===== src/rtl/dac_wave_gen.sv =====
// dac_wave_gen: DDS waveform source feeding the 8-bit serial DAC driver.
// One registered sample per DAC frame, updated in the driver's idle window.
module dac_wave_gen #(
  parameter int PHASE_W   = 16,
  parameter int FRAME_LEN = 255,
  parameter int UPDATE_AT = 128
) (
  input  logic               clk_50M,
  input  logic               rst,
  input  logic               en,
  input  logic [1:0]         wave_sel,
  input  logic [PHASE_W-1:0] freq_word,
  output logic [7:0]         data_out,
  output logic               sample_tick
);

  localparam int FC_W = (FRAME_LEN > 1) ? $clog2(FRAME_LEN) : 1;
  localparam logic [FC_W-1:0] FC_LAST = FC_W'(FRAME_LEN - 1);
  localparam logic [FC_W-1:0] FC_UPD  = FC_W'(UPDATE_AT);

  typedef enum logic [1:0] {
    WAVE_SAW = 2'd0,
    WAVE_TRI = 2'd1,
    WAVE_SQR = 2'd2,
    WAVE_SIN = 2'd3
  } wave_e;

  logic [FC_W-1:0]    fc_q, fc_d;
  logic [PHASE_W-1:0] phase_q, phase_d;
  logic [7:0]         data_q, data_d;
  logic               tick_q, tick_d;
  logic               upd;

  logic [7:0] p;
  logic [7:0] tri_base;
  logic [5:0] sin_idx;
  logic [7:0] sin_mag;
  logic [7:0] wave;

  // Quarter-wave sine magnitude, sampled at bin centres
  function automatic logic [6:0] qsin(input logic [5:0] k);
    logic [6:0] v;
    case (k)
      6'd0:  v = 7'd2;
      6'd1:  v = 7'd5;
      6'd2:  v = 7'd8;
      6'd3:  v = 7'd11;
      6'd4:  v = 7'd14;
      6'd5:  v = 7'd17;
      6'd6:  v = 7'd20;
      6'd7:  v = 7'd23;
      6'd8:  v = 7'd26;
      6'd9:  v = 7'd29;
      6'd10: v = 7'd32;
      6'd11: v = 7'd35;
      6'd12: v = 7'd38;
      6'd13: v = 7'd41;
      6'd14: v = 7'd44;
      6'd15: v = 7'd47;
      6'd16: v = 7'd50;
      6'd17: v = 7'd53;
      6'd18: v = 7'd56;
      6'd19: v = 7'd58;
      6'd20: v = 7'd61;
      6'd21: v = 7'd64;
      6'd22: v = 7'd67;
      6'd23: v = 7'd69;
      6'd24: v = 7'd72;
      6'd25: v = 7'd74;
      6'd26: v = 7'd77;
      6'd27: v = 7'd79;
      6'd28: v = 7'd82;
      6'd29: v = 7'd84;
      6'd30: v = 7'd86;
      6'd31: v = 7'd89;
      6'd32: v = 7'd91;
      6'd33: v = 7'd93;
      6'd34: v = 7'd95;
      6'd35: v = 7'd97;
      6'd36: v = 7'd99;
      6'd37: v = 7'd101;
      6'd38: v = 7'd103;
      6'd39: v = 7'd105;
      6'd40: v = 7'd106;
      6'd41: v = 7'd108;
      6'd42: v = 7'd110;
      6'd43: v = 7'd111;
      6'd44: v = 7'd113;
      6'd45: v = 7'd114;
      6'd46: v = 7'd115;
      6'd47: v = 7'd117;
      6'd48: v = 7'd118;
      6'd49: v = 7'd119;
      6'd50: v = 7'd120;
      6'd51: v = 7'd121;
      6'd52: v = 7'd122;
      6'd53: v = 7'd123;
      6'd54: v = 7'd124;
      6'd55: v = 7'd124;
      6'd56: v = 7'd125;
      6'd57: v = 7'd125;
      6'd58: v = 7'd126;
      6'd59: v = 7'd126;
      default: v = 7'd127;
    endcase
    return v;
  endfunction

  // Frame counter free-runs so frame alignment survives en low
  always_comb begin
    fc_d = (fc_q == FC_LAST) ? '0 : fc_q + FC_W'(1);
  end

  assign upd = en && (fc_q == FC_UPD);

  // Map the top phase byte to a sample of the selected waveform
  always_comb begin
    p        = phase_q[PHASE_W-1 -: 8];
    tri_base = {p[6:0], 1'b0};
    sin_idx  = p[6] ? ~p[5:0] : p[5:0];
    sin_mag  = {1'b0, qsin(sin_idx)};
    wave     = p;
    case (wave_e'(wave_sel))
      WAVE_SAW: wave = p;
      WAVE_TRI: wave = p[7] ? ~tri_base : tri_base;
      WAVE_SQR: wave = p[7] ? 8'h00 : 8'hFF;
      WAVE_SIN: wave = p[7] ? 8'd127 - sin_mag
                            : 8'd128 + sin_mag;
      default:  wave = p;
    endcase
  end

  // Advance phase and latch a new sample only on the update slot
  always_comb begin
    phase_d = phase_q;
    data_d  = data_q;
    tick_d  = 1'b0;
    if (upd) begin
      phase_d = phase_q + freq_word;
      data_d  = wave;
      tick_d  = 1'b1;
    end
  end

  // State registers; reset parks the output at midscale
  always_ff @(posedge clk_50M or posedge rst) begin
    if (rst) begin
      fc_q    <= '0;
      phase_q <= '0;
      data_q  <= 8'h80;
      tick_q  <= 1'b0;
    end else begin
      fc_q    <= fc_d;
      phase_q <= phase_d;
      data_q  <= data_d;
      tick_q  <= tick_d;
    end
  end

  assign data_out    = data_q;
  assign sample_tick = tick_q;

endmodule


===== config.mk =====
export PLATFORM = sky130hd
export DESIGN_NAME = dac_wave_gen
export DESIGN_NICKNAME = d
export VERILOG_FILES = /design/src/rtl/dac_wave_gen.sv
export SDC_FILE = /design/constraint.sdc
export NUM_CORES = 1
export LEC_CHECK = 0
export CAP_MARGIN = 15
export CORE_ASPECT_RATIO = 1.2
export CORE_MARGIN = 2
export CORE_UTILIZATION = 40
export CTS_BUF_LIST = sky130_fd_sc_hd__clkbuf_2 sky130_fd_sc_hd__clkbuf_4 sky130_fd_sc_hd__clkbuf_8
export DETAILED_ROUTE_END_ITERATION = 10
export GPL_TIMING_DRIVEN = 0
export PLACE_DENSITY = 0.65
export SLEW_MARGIN = 5
export SYNTH_ARGS = -nofsm -noshare
export SYNTH_HDL_FRONTEND = slang
export SYNTH_SLANG_ARGS = --single-unit

===== constraint.sdc =====
create_clock -name clk_50M -period 6.95 [get_ports clk_50M]
set_input_delay 1.39 -clock clk_50M [delete_from_list [all_inputs] [get_ports clk_50M]]
set_output_delay 1.39 -clock clk_50M [all_outputs]
set_load 0.1 [all_outputs]

# Word-level counts from Yosys, hierarchy flattened
# Memories as Yosys holds them, arrays and structs flattened.
# Index checks and enable logic that the tools add are counted.
[totals]
ff_bits = 33
out_inout_bits = 9
romBits = 448
n_memories = 1
elab_cells = 25
input_bits = 21
[memory_table]
columns = ["memory", "depth", "width", "rd", "rd_clocked_by_memory_dff", "write_ports", "line", "rtl"]
rows = [
  ["(name not given)", 64, 7, 1, 0, 0, "43", "case (k)"],
]
[op_classes]
eq_ne = 5
bitwise = 2
add_sub_neg = 4
muxes = 7
n_reduce_logical = 2
[ops]
columns = ["operator", "n"]
rows = [
  ["two-way mux 8 bit", 4],
  ["case mux 8 bit (4 select lines)", 1],
  ["adder 16 bit", 1],
  ["== test 8 bit, second input constant", 2],
  ["adder 8 x 1 -> 8 bit, second input constant", 1],
  ["adder 8 x 7 -> 8 bit, first input constant", 1],
  ["NOT 8 bit", 1],
  ["subtractor 7 x 7 -> 8 bit, first input constant", 1],
  ["two-way mux 6 bit", 1],
  ["NOT 6 bit", 1],
  ["== test 2 bit, second input constant", 2],
  ["== test 2 x 1 -> 1 bit, second input constant", 1],
  ["zero test 2 bit", 1],
  ["logical AND 1 bit", 1],
  ["two-way mux 1 bit", 1],
]

# Logic depth before layout (Yosys ltp)
# An unclocked memory read counts as a cell.
[depth]
word_depth = 6
mapped_depth = 12
mapped_depth_nobuf = 9

# Worst setup path before layout
# Ideal clock, no wire load.
[synth_timing]
path_type = "input to register"
from = "input port freq_word[0]"
to = "register phase_q[12]"
path_buffers = 0
cell_stages = 8
path_slack_ns = 3.550
t_required_ns = 6.834
t_arrival_ns = 3.284
setup_time_ns = 0.116
cell_sequence = "ha_1 > fa_1 > a21o_1 > a31o_2 > a21o_1 > a311o_1 > a31o_2 > o311ai_0"
[synth_via]
elab_chain_cells = 1
[synth_rtl]
columns = ["element", "line", "rtl"]
rows = [
  ["start: declaration", "12", "input logic [PHASE_W-1:0] freq_word,"],
  ["adder 16 bit", "139", "phase_d = phase_q + freq_word;"],
  ["end signal: assignment", "154", "phase_q <= phase_d;"],
  ["end: declaration", "29", "logic [PHASE_W-1:0] phase_q, phase_d;"],
]
# Every way passes these cells.
# A chain may end at the register's enable or synchronous reset.

# Worst setup path after layout
# Same ends and word-level chain as after synthesis.

==> impl_metrics.csv <==
group,metric,value,unit
floorplan,rows,38,
sta,holdWs,0.479,ns
run,max_cap_viol_count,0,
logic_synthesis,ys_top_cells_by_area,"dfrtp_1 (22%), ha_1 (9.6%), a21oi_1 (5.5%)",
sta,fmax,267,MHz
global_routing,grt_usage,23.1,%
worst_setup_path,rr_worst_depth,11,
sta,finClkSkew,0.00910,ns
clock_tree,clk_pin_slew,0.07,ns
clock_tree,post-cts-setup-buffer-count,0,
outcome,status,"finished clean",
clock_tree,cts_buffers,5,
pwr,power.leakage,0.00177,uW
worst_setup_path,worstSetupEndpointType,"flip-flop",
sta,worst_pin_slew,0.973,ns
logic_synthesis,ys_warn_count,0,
clock_tree,tritoncts,"built",
drt,drtAntennaViolNets,0,
worst_setup_path,r2r_end,"data_out[2]$_DFFE_PP0P_",
pwr,power_density,92.3,mW/mm^2
sta,setup_tns,0,ns
sta,setup_violations,0,
drt,drt-pass1-iter-count,5,
logic_synthesis,syn_area,0.00366,mm^2
finish,final-seq-area,827,um^2
logic_synthesis,yosysTopAreaCellShare,21.9,%
finish,drive_gt1_share,7.24,%
global_routing,grt_pass1_wl,18100,um
logic_synthesis,syn-num-nets,525,
floorplan,core-area,0.00899,mm^2
clock_tree,cts_root_buffer,"clkbuf_8",
drt,dr_total_vias,3693,
sta,grt_setup_unrepaired,"false",
drt,drt-total-wl,11200,um
logic_synthesis,syn_inst,475,
sta,hold_viol,0,
sta,fin_crit,3.74,ns
finish,nFillCells,906,
drt,drc,0,
global_routing,grt_pass1_vias,3600,
global_routing,grt_max_degree,22,
clock_tree,cts.sinks,33,
drt,viasPerCell,5.85,
worst_setup_path,worst_setup_path_start_kind,"primary input",
worst_setup_path,path_max_fanout,5,
logic_synthesis,yosysSeqAreaShare,22.6,%
worst_setup_path,r2r-start,"phase_q[14]$_DFFE_PP0P_",
clock_tree,cts.htree.levels,2,
finish,multi_input_area,0.00261,mm^2
worst_setup_path,required,7.13,ns
placed_design,hpwlAfterDp,8490,um
clock_tree,clockBufferDepth,2,
logic_synthesis,synth_seq_cells,33,
clock_tree,hold_buffers,0,
floorplan,pin_count,30,
logic_synthesis,synth.distinct_cells,72,
sta,slew_viol_final,0,
logic_synthesis,synth_edf_count,0,
pwr,vdd_ir_drop_max,0.127,mV
drt,drt-initial-drc-count,194,
finish,n_antenna_cell,0,
worst_setup_path,rrSetupSlack,3.53,ns
floorplan,die_h,109,um
global_routing,antenna_found_initial,0,
hold_path,min_path_type,"flip-flop to flip-flop",
drt,wl_per_cell,17.7,um
floorplan,die_w,91.3,um
sta,max_slew_margin,35.0,%
logic_synthesis,syn_area_per_cell,7.71,um^2
floorplan,start_util,40.7,%
placed_design,numPortBuffers,28,
finish,final_common_cell,"nand2_1",
worst_setup_path,path_class,"primary input to flip-flop",
hold_path,hold_path_depth,2,
hold_path,min_from,"phase_q[0]$_DFFE_PP0P_",
worst_setup_path,arrival,3.92,ns
placed_design,gp_congestion,0.968,
clock_tree,clk_latency,0.30,ns
finish,layout_common_cells,"nand2_1 (41), a21oi_1 (40), nor2_1 (36)",
sta,fin_crit_sh,53.8,%
finish,area_growth,14.6,%
global_routing,overflow,0,
floorplan,dieArea,0.00994,mm^2
hold_path,min_to,"phase_q[0]$_DFFE_PP0P_",
logic_synthesis,yosysTopAreaCell,"dfrtp_1",
finish,fin_nets,561,
clock_tree,cts-resized-gates,0,
logic_synthesis,synthArstFlopShare,100,%
logic_synthesis,synth_ff_type,"dfrtp_1",
[area by class of cell]
type | instances | share of cell area (%)
Buffer | 34 | 3.82
Clock buffer | 7 | 2.15
Multi-Input combinational cell | 390 | 62.1
Timing Repair Buffer | 29 | 7.04
Sequential cell | 33 | 19.7
Tap cell | 120 | 3.58
Inverter | 18 | 1.61
[synth_stat cells, drive strengths merged (10+ instances only)]
master / instances
nor3b: 13
inv: 18
nand3: 14
nor3: 10
nand2: 41
nand2b: 14
nor2: 36
dfrtp: 32
a21oi: 40
o21ai: 33
buf: 16
nor2b: 15
xnor2: 14
clkbuf: 18
ha: 28
[per-stage QoR]
stage               total power, uW  instances  setup WS [ns]  utilization [%]  cell area, um^2
finish                          387        631           3.21             46.7             4200
global route                    406        631           3.13             46.7             4200
CTS                             394        631           3.23             46.7             4200
detailed placement              234        624           2.91             45.7             4110
global placement                232        623           2.95             45.5             4090
floorplan                       216        475           3.55                -             3660
[routing by layer]
metal	GRT usage, %	wire length [um]	vias up
met5	0	0	-
met4	10.9	384	0
met3	3.11	553	27
met2	41.6	5590	137
met1	27.1	4630	1728
li1	-	-	1801
[how the worst max path moves through the flow]
stage,startpoint,to
2_1_floorplan,freq_word[0],phase_q[12]$_DFFE_PP0P_
3_3_place_gp,freq_word[0],phase_q[12]$_DFFE_PP0P_
3_5_place_dp,freq_word[0],phase_q[12]$_DFFE_PP0P_
4_1_cts,freq_word[0],phase_q[12]$_DFFE_PP0P_
5_1_grt,freq_word[0],phase_q[12]$_DFFE_PP0P_
6_report,freq_word[0],phase_q[12]$_DFFE_PP0P_
[power by group]
part / switching, uW / internal (uW) / total, uW
sequential: 0 / 192 / 192
combinational: 19.7 / 18.6 / 38.4
clock: 74.3 / 82.5 / 157
[flip-flops by register name (all words and copies together) (netlist names)]
name / cells
sample_tick: 1
data_out: 8
phase_q: 16
fc_q: 8
[worst max-delay path, stage by stage]
cell,delay [ns]
clkdlybuf4s50_1,0.40
ha_1,0.23
fa_1,0.42
a21o_1,0.20
a31o_2,0.25
a21o_1,0.23
a311o_1,0.42
a31o_2,0.27
o311ai_0,0.10
[logic make-up after synthesis]
kind of cell,after synthesis,synth area share [%]
adder cells (fa/ha/maj),29,10.1
multiplexers,6,1.71
XOR/XNOR,23,5.50
buffers and inverters,52,6.22
AND/OR/NAND/NOR,186,27.8
AO/OA/AOI/OAI,146,26.1
flip-flops,33,22.6
Power figures use the tool's default switching activity.
